File: config.mk
export PLATFORM = sky130hd
export DESIGN_NAME = cache_lookup_sequencer
export DESIGN_NICKNAME = d
export VERILOG_FILES = /design/src/rtl/cache_lookup_sequencer.sv
export SDC_FILE = /design/constraint.sdc
export NUM_CORES = 1
export LEC_CHECK = 0
export ABC_AREA = 1
export CORE_ASPECT_RATIO = 0.9
export CORE_MARGIN = 2
export CORE_UTILIZATION = 53
export DETAILED_ROUTE_END_ITERATION = 8
export PLACE_DENSITY_LB_ADDON = 0.15
export SLEW_MARGIN = 15
export SYNTH_ARGS = -nofsm -noshare
export SYNTH_HDL_FRONTEND = slang
export SYNTH_SLANG_ARGS = --single-unit
File: constraint.sdc
create_clock -name clk -period 12.85 [get_ports clk]
set_input_delay 1.9275 -clock clk [delete_from_list [all_inputs] [get_ports clk]]
set_output_delay 1.9275 -clock clk [all_outputs]
set_load 0.01 [all_outputs]
File: src/rtl/cache_lookup_sequencer.sv
// Walks one access at a time through L1/L2/L3/memory with fixed probe
// latencies, issues fill strobes on lower-level hits and counts hit sources.
module cache_lookup_sequencer #(
  parameter int L1_LAT  = 1,
  parameter int L2_LAT  = 2,
  parameter int L3_LAT  = 4,
  parameter int MEM_LAT = 10,
  parameter int CNT_W   = 32
) (
  input  logic             clk,
  input  logic             rst,
  input  logic             req_valid,
  output logic             req_ready,
  input  logic [31:0]      req_addr,
  input  logic             clear_counts,
  output logic [31:0]      lookup_addr,
  input  logic             hit256,
  input  logic             hit512,
  input  logic             hit1024,
  output logic [2:0]       fill_en,
  output logic             resp_valid,
  output logic [1:0]       resp_level,
  output logic [CNT_W-1:0] hit_cnt_l1,
  output logic [CNT_W-1:0] hit_cnt_l2,
  output logic [CNT_W-1:0] hit_cnt_l3,
  output logic [CNT_W-1:0] miss_cnt
);

  localparam int M12 = (L1_LAT > L2_LAT) ? L1_LAT : L2_LAT;
  localparam int M3M = (L3_LAT > MEM_LAT) ? L3_LAT : MEM_LAT;
  localparam int MAXL = (M12 > M3M) ? M12 : M3M;
  localparam int TW = $clog2(MAXL + 1);

  typedef enum logic [2:0] {
    S_IDLE, S_P1, S_P2, S_P3, S_MEM, S_FILL, S_DONE
  } state_t;

  state_t           state_q, state_d;
  logic [TW-1:0]    timer_q, timer_d;
  logic [1:0]       lvl_q, lvl_d;
  logic [31:0]      addr_q, addr_d;
  logic [CNT_W-1:0] c1_q, c1_d, c2_q, c2_d;
  logic [CNT_W-1:0] c3_q, c3_d, cm_q, cm_d;
  logic             last;

  always_ff @(posedge clk or posedge rst) begin
    if (rst) begin
      state_q <= S_IDLE;
      timer_q <= '0;
      lvl_q   <= '0;
      addr_q  <= '0;
      c1_q    <= '0;
      c2_q    <= '0;
      c3_q    <= '0;
      cm_q    <= '0;
    end else begin
      state_q <= state_d;
      timer_q <= timer_d;
      lvl_q   <= lvl_d;
      addr_q  <= addr_d;
      c1_q    <= c1_d;
      c2_q    <= c2_d;
      c3_q    <= c3_d;
      cm_q    <= cm_d;
    end
  end

  // timer counts down to zero; zero marks the sampling cycle
  assign last = (timer_q == '0);

  always_comb begin
    state_d = state_q;
    timer_d = timer_q;
    lvl_d   = lvl_q;
    addr_d  = addr_q;
    unique case (state_q)
      S_IDLE: begin
        if (req_valid) begin
          addr_d  = req_addr;
          state_d = S_P1;
          timer_d = TW'(L1_LAT - 1);
        end
      end
      S_P1: begin
        if (!last) begin
          timer_d = timer_q - TW'(1);
        end else if (hit256) begin
          lvl_d   = 2'd0;
          state_d = S_DONE;
        end else begin
          state_d = S_P2;
          timer_d = TW'(L2_LAT - 1);
        end
      end
      S_P2: begin
        if (!last) begin
          timer_d = timer_q - TW'(1);
        end else if (hit512) begin
          lvl_d   = 2'd1;
          state_d = S_FILL;
        end else begin
          state_d = S_P3;
          timer_d = TW'(L3_LAT - 1);
        end
      end
      S_P3: begin
        if (!last) begin
          timer_d = timer_q - TW'(1);
        end else if (hit1024) begin
          lvl_d   = 2'd2;
          state_d = S_FILL;
        end else begin
          lvl_d   = 2'd3;
          state_d = S_MEM;
          timer_d = TW'(MEM_LAT - 1);
        end
      end
      S_MEM: begin
        if (!last) timer_d = timer_q - TW'(1);
        else state_d = S_FILL;
      end
      S_FILL:  state_d = S_DONE;
      S_DONE:  state_d = S_IDLE;
      default: state_d = S_IDLE;
    endcase
  end

  // clear has priority over the DONE increment
  always_comb begin
    c1_d = c1_q;
    c2_d = c2_q;
    c3_d = c3_q;
    cm_d = cm_q;
    if (clear_counts) begin
      c1_d = '0;
      c2_d = '0;
      c3_d = '0;
      cm_d = '0;
    end else if (state_q == S_DONE) begin
      unique case (lvl_q)
        2'd0: c1_d = c1_q + CNT_W'(1);
        2'd1: c2_d = c2_q + CNT_W'(1);
        2'd2: c3_d = c3_q + CNT_W'(1);
        2'd3: cm_d = cm_q + CNT_W'(1);
        default: ;
      endcase
    end
  end

  always_comb begin
    req_ready  = (state_q == S_IDLE);
    resp_valid = (state_q == S_DONE);
    resp_level = (state_q == S_DONE) ? lvl_q : 2'd0;
    fill_en    = 3'b000;
    if (state_q == S_FILL) begin
      case (lvl_q)
        2'd1:    fill_en = 3'b001;
        2'd2:    fill_en = 3'b011;
        2'd3:    fill_en = 3'b111;
        default: fill_en = 3'b000;
      endcase
    end
  end

  assign lookup_addr = addr_q;
  assign hit_cnt_l1  = c1_q;
  assign hit_cnt_l2  = c2_q;
  assign hit_cnt_l3  = c3_q;
  assign miss_cnt    = cm_q;

endmodule
==> flow_metrics.env <==
export IMPL_synth_largest_area_cell="sky130_fd_sc_hd__dfrtp_1"
export IMPL_critical_path_startpoint_type="primary input"
export IMPL_core_box_area_um2=18300
export IMPL_timing_critical_path_fanout_max=90
export IMPL_worstSkewPairLatency_ps=430
export IMPL_min_delay_path_depth=2
export IMPL_synth_largest_type_area_fraction_pct=42.9
export IMPL_die_area_um2=19700
export IMPL_tightest_slew_ps=987
export IMPL_chipWidth_um=148
export IMPL_static_leakage_power_nw=5.68
export IMPL_crit_type="primary input to register"
export IMPL_aggregate_global_route_resource_usage_pct=26.3
export IMPL_seq_power_share_pct=40.3
export IMPL_ios=206
export IMPL_tritoncts_num_buffers=17
export IMPL_synth_warnings=0
export IMPL_clock_fmax_mhz=202
export IMPL_via_count_of_the_first_global_routing_pass=8852
export IMPL_drt_pass1_iterations=7
export IMPL_status="complete, no violations"
export IMPL_cp_data_arrival_time_ps=5310
export IMPL_finalHoldViolCount=0
export IMPL_power_per_cell_area_nw_per_um2=128
export IMPL_total_switching_power_mw=0.509
export IMPL_postCtsSetupBuffers=0
export IMPL_drtAntennaViolNets=0
export IMPL_netlist_top_cells_area="sky130_fd_sc_hd__dfrtp_1, sky130_fd_sc_hd__nand2_1, sky130_fd_sc_hd__nor2_1"
export IMPL_diodes=0
export IMPL_via_count=9591
export IMPL_cts_tree="done"
export IMPL_remaining_drc_errors=0
export IMPL_placementRows=47
export IMPL_postRouteWirelength_um=25800
export IMPL_die_h_um=133
export IMPL_clkSinkCount=169
export IMPL_ys_seq_area_share_pct=42.9
export IMPL_setup_violations=0
export IMPL_netlist_instances=1386
export IMPL_wire_per_inst_um=14.0
export IMPL_syn_cell_area_um2=9860
export IMPL_final_setup_tns_ps=0
export IMPL_clock_tree_root_cell="sky130_fd_sc_hd__clkbuf_16"
export IMPL_grt_first_pass_wirelength_um=42700
export IMPL_final_stage_net_count=1629
export IMPL_area_growth_syn_to_layout_pct=28.1
export IMPL_post_route_cells_drive_above_1_share_pct=6.76
export IMPL_max_cap_violation_count=0
export IMPL_area_sequential_um2=4230
export IMPL_internal_power_mw=1.11
export IMPL_ctsResizeCount=0
export IMPL_start_util_pct=53.9
export IMPL_clock_power_share_pct=33.0
export IMPL_worstSetupEndpointType="register"
export IMPL_finalWeightedCongestion=0.891
export IMPL_synth_distinct_cells=45
export IMPL_dr_first_iter_drc_count=870
export IMPL_filler_cell_count=1550
export IMPL_finalMaxSlewViolations=0
export IMPL_power_share_switching_pct=31.4
export IMPL_dp_hpwl_um=18600
export IMPL_layout_core_utilization_pct=69.1
export IMPL_grt_start_max_net_pins=95
export IMPL_comb_power_share_pct=26.7
export IMPL_synth_nets=1430
export IMPL_multiInputGateArea_um2=4720
export IMPL_number_of_antenna_violations_at_the_first_check_in_global_routing=0
export IMPL_clk_transition_reported_paths_ps=70
export IMPL_period_needed_ps=4960
export IMPL_vdd_ir_drop_max_uv=115
export IMPL_ctsHtreeMaxLevel=4
export IMPL_r2r_worst_path_cells=8
export IMPL_critPathRequiredTime_ps=13200
export IMPL_grt_overflow_total=0
export IMPL_final_period_utilization_pct=38.6
export IMPL_max_transition_margin_pct=34.2
export IMPL_port_buffers=205
export IMPL_vias_per_cell=5.20
export IMPL_postSynthAreaPerCell_um2=7.11
export IMPL_rsz0062_at_grt="false"
export IMPL_cts_hold_fix_buffers=0
export IMPL_finalClockSkew_ps=13.6
export IMPL_timing_hold_worst_class="register to register"
export IMPL_synth_ff_latch_count=169
export IMPL_clockBufferDepth=2
[state kept, by name (all words and copies together), names as in the netlist]
name and flops:
timer_q 4, miss_cnt 32, hit_cnt_l3 32, hit_cnt_l1 32, hit_cnt_l2 32, state_q 3, lvl_q 2, lookup_addr 32
[Yosys cell counts (all sizes together)]
library cell and number:
or2 3, nor2 284, o311a 1, xor2 1, and2 2, a21oi 41, o41ai 1, ha 5
o211a 1, o21ai 46, nand2 400, nand3 81, o22ai 2, buf 19, and3 5, nor3b 7
clkinv 1, nand4 45, clkbuf 8, inv 185, o21a 1, nor3 28, dfrtp 169, nand3b 1
a21boi 1, a31oi 4, nor2b 1, o21bai 8, mux2 32, xnor2 3
[critical path, stage by stage]
cell                              delay [ps]
sky130_fd_sc_hd__clkdlybuf4s50_1         980
sky130_fd_sc_hd__clkinv_2                600
sky130_fd_sc_hd__buf_4                   590
sky130_fd_sc_hd__o21ai_1                 290
sky130_fd_sc_hd__nand2_4                 120
sky130_fd_sc_hd__nor2_4                  310
sky130_fd_sc_hd__nand3_1                 150
sky130_fd_sc_hd__nand2_1                  90
sky130_fd_sc_hd__nand2_1                  50
sky130_fd_sc_hd__nor2_1                  130
[per-stage QoR]
step | std cells | hold WS (ps) | setup slack (ps) | area (µm²) | power (mW)
final | 1843 | 486 | 7890 | 12600 | 1.62
after global routing | 1843 | 522 | 7610 | 12600 | 1.70
after CTS | 1843 | 484 | 7910 | 12600 | 1.63
after detailed placement | 1811 | 464 | 7480 | 12000 | 1.09
after global placement | 1811 | 459 | 7520 | 12000 | 1.08
after floorplan | 1386 | 442 | 6350 | 9860 | 0.916
[cells in the final DEF, fill, tap and decap left out, types with 31 or more instances in the layout]
cell                              count
sky130_fd_sc_hd__mux2_2              31
sky130_fd_sc_hd__dfrtp_1            169
sky130_fd_sc_hd__nand3_1             79
sky130_fd_sc_hd__nand4_1             45
sky130_fd_sc_hd__inv_1              180
sky130_fd_sc_hd__nor2_1             264
sky130_fd_sc_hd__o21ai_0             42
sky130_fd_sc_hd__a21oi_1             40
sky130_fd_sc_hd__nand2_1            390
sky130_fd_sc_hd__clkdlybuf4s50_1    205
[final cells by class]
cell class | instances | area share (%)
clock inverters | 15 | 1.42
flip-flops and latches | 169 | 33.5
inverters | 186 | 5.58
repair buffers | 207 | 16.4
well taps | 245 | 2.43
clock buffers | 17 | 3.37
multi-input cells | 1004 | 37.4
[path summary, 6_finish.rpt]
path,start,endpoint,slack [ps]
worst max-delay path,clear_counts,hit_cnt_l3[13],7890
worst min-delay path,timer_q[1],timer_q[1],490
worst max register to register,state_q[2],hit_cnt_l2[22],10820
worst min register to register,timer_q[1],timer_q[1],490
max in group asynchronous,rst,hit_cnt_l2[1],9330
min in group asynchronous,rst,lookup_addr[16],2030
[metal layers]
layer	GRT usage, %	wire, µm
met1	36.7	11400
met5	0	0
met3	5.99	2090
met2	41.9	12100
met4	6.46	262
[cell families (layout without fill, tap and decap cells)]
family,count (synthesis),after routing,share of synthesized area [%]
mux,32,32,3.66
compound gates,106,106,5.93
flops,169,169,42.9
xor+xnor,4,4,0.356
buf+inv,213,425,9.22
fa+ha+maj,5,5,0.635
simple gates,857,857,37.3
[power by group through the flow]
| stage | logic [mW] | registers (mW) | clock network (mW) |
|---|---|---|---|
| final | 0.432 | 0.653 | 0.535 |
| after detailed placement | 0.430 | 0.661 | 0 |
| after global routing | 0.476 | 0.661 | 0.567 |
| after global placement | 0.424 | 0.658 | 0 |
| after floorplan | 0.243 | 0.673 | 0 |
| after CTS | 0.434 | 0.653 | 0.543 |
(Power assumes the default switching activity.)
